[config.mk]
export PLATFORM = sky130hd
export DESIGN_NAME = branch_predictor_btb
export DESIGN_NICKNAME = d
export VERILOG_FILES = /design/src/rtl/branch_predictor_btb_pkg.sv /design/src/rtl/branch_predictor_btb_sat_counter.sv /design/src/rtl/branch_predictor_btb.sv
export SDC_FILE = /design/constraint.sdc
export NUM_CORES = 2
export LEC_CHECK = 0
export CAP_MARGIN = 20
export CORE_MARGIN = 1.5
export CORE_UTILIZATION = 54
export CTS_CLUSTER_SIZE = 30
export DETAILED_ROUTE_END_ITERATION = 6
export GPL_TIMING_DRIVEN = 0
export PLACE_DENSITY = 0.76
export SLEW_MARGIN = 5
export SYNTH_ARGS = -nofsm -noshare
export SYNTH_HDL_FRONTEND = slang
export SYNTH_SLANG_ARGS = --single-unit
[constraint.sdc]
create_clock -name clk -period 26.3 [get_ports clk]
set_clock_uncertainty 0.05 [all_clocks]
set_input_delay 5.26 -clock clk [delete_from_list [all_inputs] [get_ports clk]]
set_output_delay 5.26 -clock clk [all_outputs]
set_load 0.01 [all_outputs]
[src/rtl/branch_predictor_btb_pkg.sv]
// Shared constants and types for the BTB + 2-bit direction predictor.
// Default geometry plus the encoding of what an EX resolution does to the tables.
package branch_predictor_btb_pkg;

  localparam int BP_INDEX_BITS = 4;
  localparam int BP_TAG_BITS   = 8;
  localparam int BP_PC_WIDTH   = 32;
  localparam int BP_PERF_WIDTH = 32;

  localparam logic [1:0] CNT_SNT = 2'b00;
  localparam logic [1:0] CNT_WNT = 2'b01;
  localparam logic [1:0] CNT_WT  = 2'b10;
  localparam logic [1:0] CNT_ST  = 2'b11;

  typedef enum logic [1:0] {
    UPD_NONE  = 2'd0,
    UPD_TRAIN = 2'd1,
    UPD_ALLOC = 2'd2
  } upd_e;

  // Hits always train; misses only allocate when the branch actually went somewhere.
  function automatic upd_e upd_sel(input logic vld, input logic hit, input logic act);
    if (!vld)     return UPD_NONE;
    else if (hit) return UPD_TRAIN;
    else if (act) return UPD_ALLOC;
    else          return UPD_NONE;
  endfunction

endpackage

[src/rtl/branch_predictor_btb_sat_counter.sv]
// Saturating up/down counter step: next value of a direction counter.
// Holds at all-ones when incrementing and at zero when decrementing.
module branch_predictor_btb_sat_counter #(
  parameter int CNT_BITS = 2
) (
  input  logic [CNT_BITS-1:0] i_cnt,
  input  logic                i_inc,
  output logic [CNT_BITS-1:0] o_cnt
);

  always_comb begin
    o_cnt = i_cnt;
    if (i_inc) begin
      if (i_cnt != '1) o_cnt = i_cnt + CNT_BITS'(1);
    end else begin
      if (i_cnt != '0) o_cnt = i_cnt - CNT_BITS'(1);
    end
  end

endmodule

[src/rtl/branch_predictor_btb.sv]
// Direct-mapped BTB with per-entry saturating direction counters.
// Same-cycle lookup for fetch; trains from the branch outcome resolved in EX.
module branch_predictor_btb
  import branch_predictor_btb_pkg::*;
#(
  parameter int INDEX_BITS = BP_INDEX_BITS,
  parameter int TAG_BITS   = BP_TAG_BITS,
  parameter int CNT_BITS   = 2,
  parameter int PC_WIDTH   = BP_PC_WIDTH,
  parameter int PERF_WIDTH = BP_PERF_WIDTH
) (
  input  logic                  clk,
  input  logic                  rst,
  input  logic [PC_WIDTH-1:0]   IF_PC,
  output logic                  Pred_Hit,
  output logic                  Pred_Taken,
  output logic [PC_WIDTH-1:0]   Pred_Target,
  input  logic                  EX_Branch,
  input  logic                  EX_Jump,
  input  logic [PC_WIDTH-1:0]   EX_PC,
  input  logic                  EX_Taken,
  input  logic [PC_WIDTH-1:0]   EX_Target,
  input  logic                  EX_Pred_Taken,
  input  logic [PC_WIDTH-1:0]   EX_Pred_Target,
  output logic                  Mispredict,
  output logic [PC_WIDTH-1:0]   Redirect_PC,
  output logic [PERF_WIDTH-1:0] Branch_Count,
  output logic [PERF_WIDTH-1:0] Miss_Count
);

  localparam int ENTRIES = 1 << INDEX_BITS;
  localparam int TAG_LO  = INDEX_BITS + 2;
  localparam int TAG_HI  = INDEX_BITS + TAG_BITS + 1;

  localparam logic [CNT_BITS-1:0] L_CNT_WNT = {1'b0, {(CNT_BITS-1){1'b1}}};
  localparam logic [CNT_BITS-1:0] L_CNT_WT  = {1'b1, {(CNT_BITS-1){1'b0}}};
  localparam logic [CNT_BITS-1:0] L_CNT_ST  = '1;

  logic                r_valid  [ENTRIES];
  logic [TAG_BITS-1:0] r_tag    [ENTRIES];
  logic [PC_WIDTH-1:0] r_target [ENTRIES];
  logic [CNT_BITS-1:0] r_cnt    [ENTRIES];
  logic [PERF_WIDTH-1:0] r_branch_cnt;
  logic [PERF_WIDTH-1:0] r_miss_cnt;

  logic [INDEX_BITS-1:0] w_if_idx, w_ex_idx;
  logic [TAG_BITS-1:0]   w_if_tag, w_ex_tag;
  logic                  w_if_hit, w_ex_hit;
  logic                  w_ex_vld, w_ex_act, w_mis;
  logic [CNT_BITS-1:0]   w_cnt_nxt;
  upd_e                  w_upd;
  logic [PC_WIDTH-TAG_HI:0] w_unused_pc;

  // Only the index/tag window of the fetch PC participates in lookup.
  assign w_unused_pc = {IF_PC[1:0], IF_PC[PC_WIDTH-1:TAG_HI+1]};

  assign w_if_idx = IF_PC[INDEX_BITS+1:2];
  assign w_if_tag = IF_PC[TAG_HI:TAG_LO];
  assign w_if_hit = r_valid[w_if_idx] && (r_tag[w_if_idx] == w_if_tag);

  assign Pred_Hit    = w_if_hit;
  assign Pred_Taken  = w_if_hit & r_cnt[w_if_idx][CNT_BITS-1];
  assign Pred_Target = w_if_hit ? r_target[w_if_idx] : '0;

  assign w_ex_idx = EX_PC[INDEX_BITS+1:2];
  assign w_ex_tag = EX_PC[TAG_HI:TAG_LO];
  assign w_ex_hit = r_valid[w_ex_idx] && (r_tag[w_ex_idx] == w_ex_tag);

  // A jump is always taken; if both strobes are high the jump interpretation wins.
  assign w_ex_vld = EX_Branch | EX_Jump;
  assign w_ex_act = EX_Jump | EX_Taken;
  assign w_mis    = w_ex_vld & ((w_ex_act != EX_Pred_Taken) |
                                (w_ex_act & (EX_Target != EX_Pred_Target)));

  assign Mispredict  = w_mis;
  assign Redirect_PC = !w_mis ? '0 : (w_ex_act ? EX_Target : EX_PC + PC_WIDTH'(4));

  assign w_upd = upd_sel(w_ex_vld, w_ex_hit, w_ex_act);

  branch_predictor_btb_sat_counter #(.CNT_BITS(CNT_BITS)) u_sat_cnt (
    .i_cnt (r_cnt[w_ex_idx]),
    .i_inc (w_ex_act),
    .o_cnt (w_cnt_nxt)
  );

  always_ff @(posedge clk or posedge rst) begin
    if (rst) begin
      for (int i = 0; i < ENTRIES; i++) begin
        r_valid[i]  <= 1'b0;
        r_tag[i]    <= '0;
        r_target[i] <= '0;
        r_cnt[i]    <= L_CNT_WNT;
      end
    end else begin
      case (w_upd)
        UPD_TRAIN: begin
          r_cnt[w_ex_idx] <= w_cnt_nxt;
          if (w_ex_act) r_target[w_ex_idx] <= EX_Target;
        end
        UPD_ALLOC: begin
          r_valid[w_ex_idx]  <= 1'b1;
          r_tag[w_ex_idx]    <= w_ex_tag;
          r_target[w_ex_idx] <= EX_Target;
          r_cnt[w_ex_idx]    <= EX_Jump ? L_CNT_ST : L_CNT_WT;
        end
        default: ;
      endcase
    end
  end

  always_ff @(posedge clk or posedge rst) begin
    if (rst) begin
      r_branch_cnt <= '0;
      r_miss_cnt   <= '0;
    end else begin
      if (w_ex_vld) r_branch_cnt <= r_branch_cnt + PERF_WIDTH'(1);
      if (w_mis)    r_miss_cnt   <= r_miss_cnt + PERF_WIDTH'(1);
    end
  end

  assign Branch_Count = r_branch_cnt;
  assign Miss_Count   = r_miss_cnt;

  a_ex_onehot: assert property (@(posedge clk) disable iff (rst) !(EX_Branch && EX_Jump));

endmodule
==> run summary <==
WL/cell - 26.8 µm
Number of global-route vias before repair - 27800
CTS sink cnt - 752
R2R Path End - r_tag[67]
Async set-reset flop share out of synthesis - 100%
WS Path Type - input port to primary output
Largest family of logic cells by synthesized area - multiplexers
Combinational share of power - 21.6%
Status - finished clean
Initial core utilization - 54.7%
Count of final setup violators - 0
CP Data Required Time - 20.99 ns
DRT Pass-1 Iters - 7
GRT Overall Usage - 33.7%
CTS tree - built
Final Hold Viols - 0
DR vias - 27700
Rel. slew slack - 18.0%
Setup WS pre-CTS - 10.96 ns
Crit. End Element - primary output
Worst Reg-to-Reg Cells - 9
Min-Delay Endpoint - r_target[44]
Worst hold stages - 2
HPWL after detailed placement - 82.9 mm
Initial antenna violation count - 9
Global-route wire length before repair - 176 mm
Top-area cell type share of the netlist area - 48.9%
Die width - 267 µm
Fin crit period - 15.44 ns
MaxCap Viol Count - 0
Drt initial violations - 3272
Xor/xnor cell area share of the yosys netlist - 3.07%
Critical Path Source Type - input port
Post-route setup TNS - 0 ns
FF-to-FF setup slack - 22.93 ns
Yosys cell types - 65
Clock buffer count from CTS - 78
Fillers - 5058
Post-synthesis simple-gate area fraction - 13.2%
Final period util - 58.7%
P_sw - 972 µW
Clock root buffer - clkbuf_16
Adder-Cell Fraction of Synth Area - 0.199%
Post-Syn Nets - 3248
Pwr per Cell Area - 80.0 mW/mm²
H-Tree Depth - 3
Clk pin slew, worst setup/hold paths - 0.06 ns
Hold/Removal Path Class - flip-flop to flip-flop
Die ar. - 0.0714 mm²
Top FF cell, synth - dfrtp_1
Via density - 6.28
RSZ-0062 raised after global routing - false
Nets - 3558
Post-synth top area cell - dfrtp_1
Io pins - 265
Postcts setup bufs - 0
Layout cells sized above 1 - 25.2%
Post-DRT Antenna Nets - 0
Count of pins over their slew limit - 0
Reg power frac - 45.5%
Cts-stage hold buffer count - 0
Count leader, synth - nand2_1
Switching Share - 27.6%
Register area share after synthesis - 50.0%
Pint - 2.55 mW
YS warnings - 0
Clock power share - 32.9%
Number of synthesized flops with an enable pin - 0
Worst r2r src - r_valid[3]
Arrival time at the worst endpoint - 10.13 ns
Chip Height - 267 µm
Max clock buf depth - 3
Largest net degree at the start of global routing - 41
Worst Setup Slack, final - 10.86 ns
Fin Hold WS - 0.419 ns
Post-synthesis area per instance - 12.1 µm²
FMAX - 0.0648 GHz
Worst Tran Pin Value - 1.22 ns
Post-cts resize count - 0
Synth-to-layout area growth - 16.9%
Hold_sp - r_target[44]
Peak VDD IR - 0.0434 mV
Global route total overflow - 0
Crit path max fanout - 10
Port Buffer Count - 207
Leading post-synthesis cells by cell area - dfrtp_1, mux4_2, mux2_2
# DRC - 0
Final wirelength - 118 mm
Mux share of post-synthesis cell area - 28.3%
Flops & latches, synth - 752
Share of the synthesized area in compound gates (AO/OA/AOI/OAI) - 2.09%
Post-Syn Instances - 3108
Core Box Area - 0.0688 mm²
Clock latency of the later-clocked register in the worst-skew pair - 0.63 ns
Core Rows - 96
Cell area after synthesis - 0.0377 mm²
Most frequent cells after synthesis - nand2_1, dfrtp_1, mux2_2, mux4_2, clkbuf_1
LEAKAGE - 19.5 nW
GP Congestion - 0.953
==> power groups by stage <==
stage          clock, mW  combinational (mW)  sequential, mW
6_report            1.16               0.761            1.60
5_1_grt             1.22               0.815            1.63
4_1_cts             1.17               0.755            1.60
3_5_place_dp           0               0.749            1.61
3_3_place_gp           0               0.717            1.61
2_1_floorplan          0               0.548            1.57
==> cells by family after synthesis <==
kind of cell / Yosys count
mux: 691
simple gates: 1145
xor+xnor: 131
buf+inv: 274
flops: 752
fa+ha+maj: 6
compound gates: 109
==> routing by layer <==
| layer | part of all wire [%] | vias up | GRT usage [%] |
|---|---|---|---|
| met5 | 0.0076 | - | 0 |
| met4 | 6.3 | 2 | 20.5 |
| met3 | 12 | 387 | 9.30 |
| met2 | 44 | 1762 | 49.4 |
| met1 | 38 | 14100 | 44.9 |
| li1 | - | 11400 | - |
==> layout by cell type, fill, tap and decap left out, drive strengths merged, types with 4 or more instances in the layout <==
| cell | netlist | layout |
|---|---|---|
| nand2 | 865 | 865 |
| dfrtp | 736 | 736 |
| mux2 | 410 | 410 |
| clkbuf | 191 | 307 |
| mux4 | 232 | 232 |
| clkdlybuf4s50 | 0 | 207 |
| xnor2 | 94 | 94 |
| nor2 | 91 | 91 |
| buf | 63 | 86 |
| and3 | 59 | 59 |
| mux2i | 49 | 49 |
| xor2 | 37 | 37 |
| nand3 | 31 | 31 |
| a211oi | 30 | 30 |
| nand4 | 30 | 30 |
| inv | 20 | 22 |
| o211ai | 18 | 18 |
| a22oi | 16 | 16 |
| dfstp | 16 | 16 |
| o21ai | 16 | 16 |
| or2 | 16 | 16 |
| a21oi | 12 | 12 |
| clkinv | 0 | 11 |
| nor3 | 11 | 11 |
| or3 | 9 | 9 |
| bufinv | 0 | 8 |
| nor2b | 8 | 8 |
| diode | 0 | 6 |
| ha | 6 | 6 |
| a311oi | 5 | 5 |
| nor4 | 5 | 5 |
| and4 | 4 | 4 |
| nand2b | 4 | 4 |
==> metrics by stage <==
stage	instances	power [mW]	util, %	area (µm²)
finish	4414	3.53	64.0	44100
global route	4414	3.66	64.0	44100
CTS	4408	3.52	64.0	44000
detailed placement	4269	2.36	60.1	41400
global placement	4246	2.32	59.4	40900
floorplan	3108	2.12	-	37700
==> registers in the layout, indices dropped and copies added, names as in the netlist <==
signal	count
r_tag	128
r_cnt	32
Miss_Count	32
Branch_Count	32
r_valid	16
r_target	512
==> cell type report <==
class                      count  area (µm²)  area share, %
clock buffer                 116        2330           5.29
inverter                      20        78.8          0.179
timing repair buffer         230        2520           5.73
sequential                   752       18800           42.8
antenna                        6        15.0         0.0341
clock inverter                23         340          0.773
tap                          931        1160           2.64
multi-input combinational   2082       17600           40.0
buffer                       254        1120           2.55
==> critical path, stage by stage <==
cell,delay (ns)
buf_2,0.26
buf_1,0.72
clkbuf_1,0.76
a211oi_1,0.16
a21oi_1,0.38
xnor2_1,0.17
nand4_1,0.15
nor2_2,0.76
clkbuf_1,0.52
and3_1,0.38
clkdlybuf4s50_1,0.59
==> worst max path at each step <==
stage / to / cells past startpoint / start / slack [ns]
after floorplan: Branch_Count[0] / 1 / rst / 10.69
after global placement: r_target[44] / 2 / rst / 5.84
after detailed placement: Pred_Target[5] / 11 / IF_PC[3] / 10.96
after CTS: Pred_Target[5] / 11 / IF_PC[3] / 10.98
after global routing: Pred_Target[5] / 11 / IF_PC[3] / 10.75
final: Pred_Target[5] / 11 / IF_PC[3] / 10.86
Note: power is estimated with default switching activity, not from simulation.
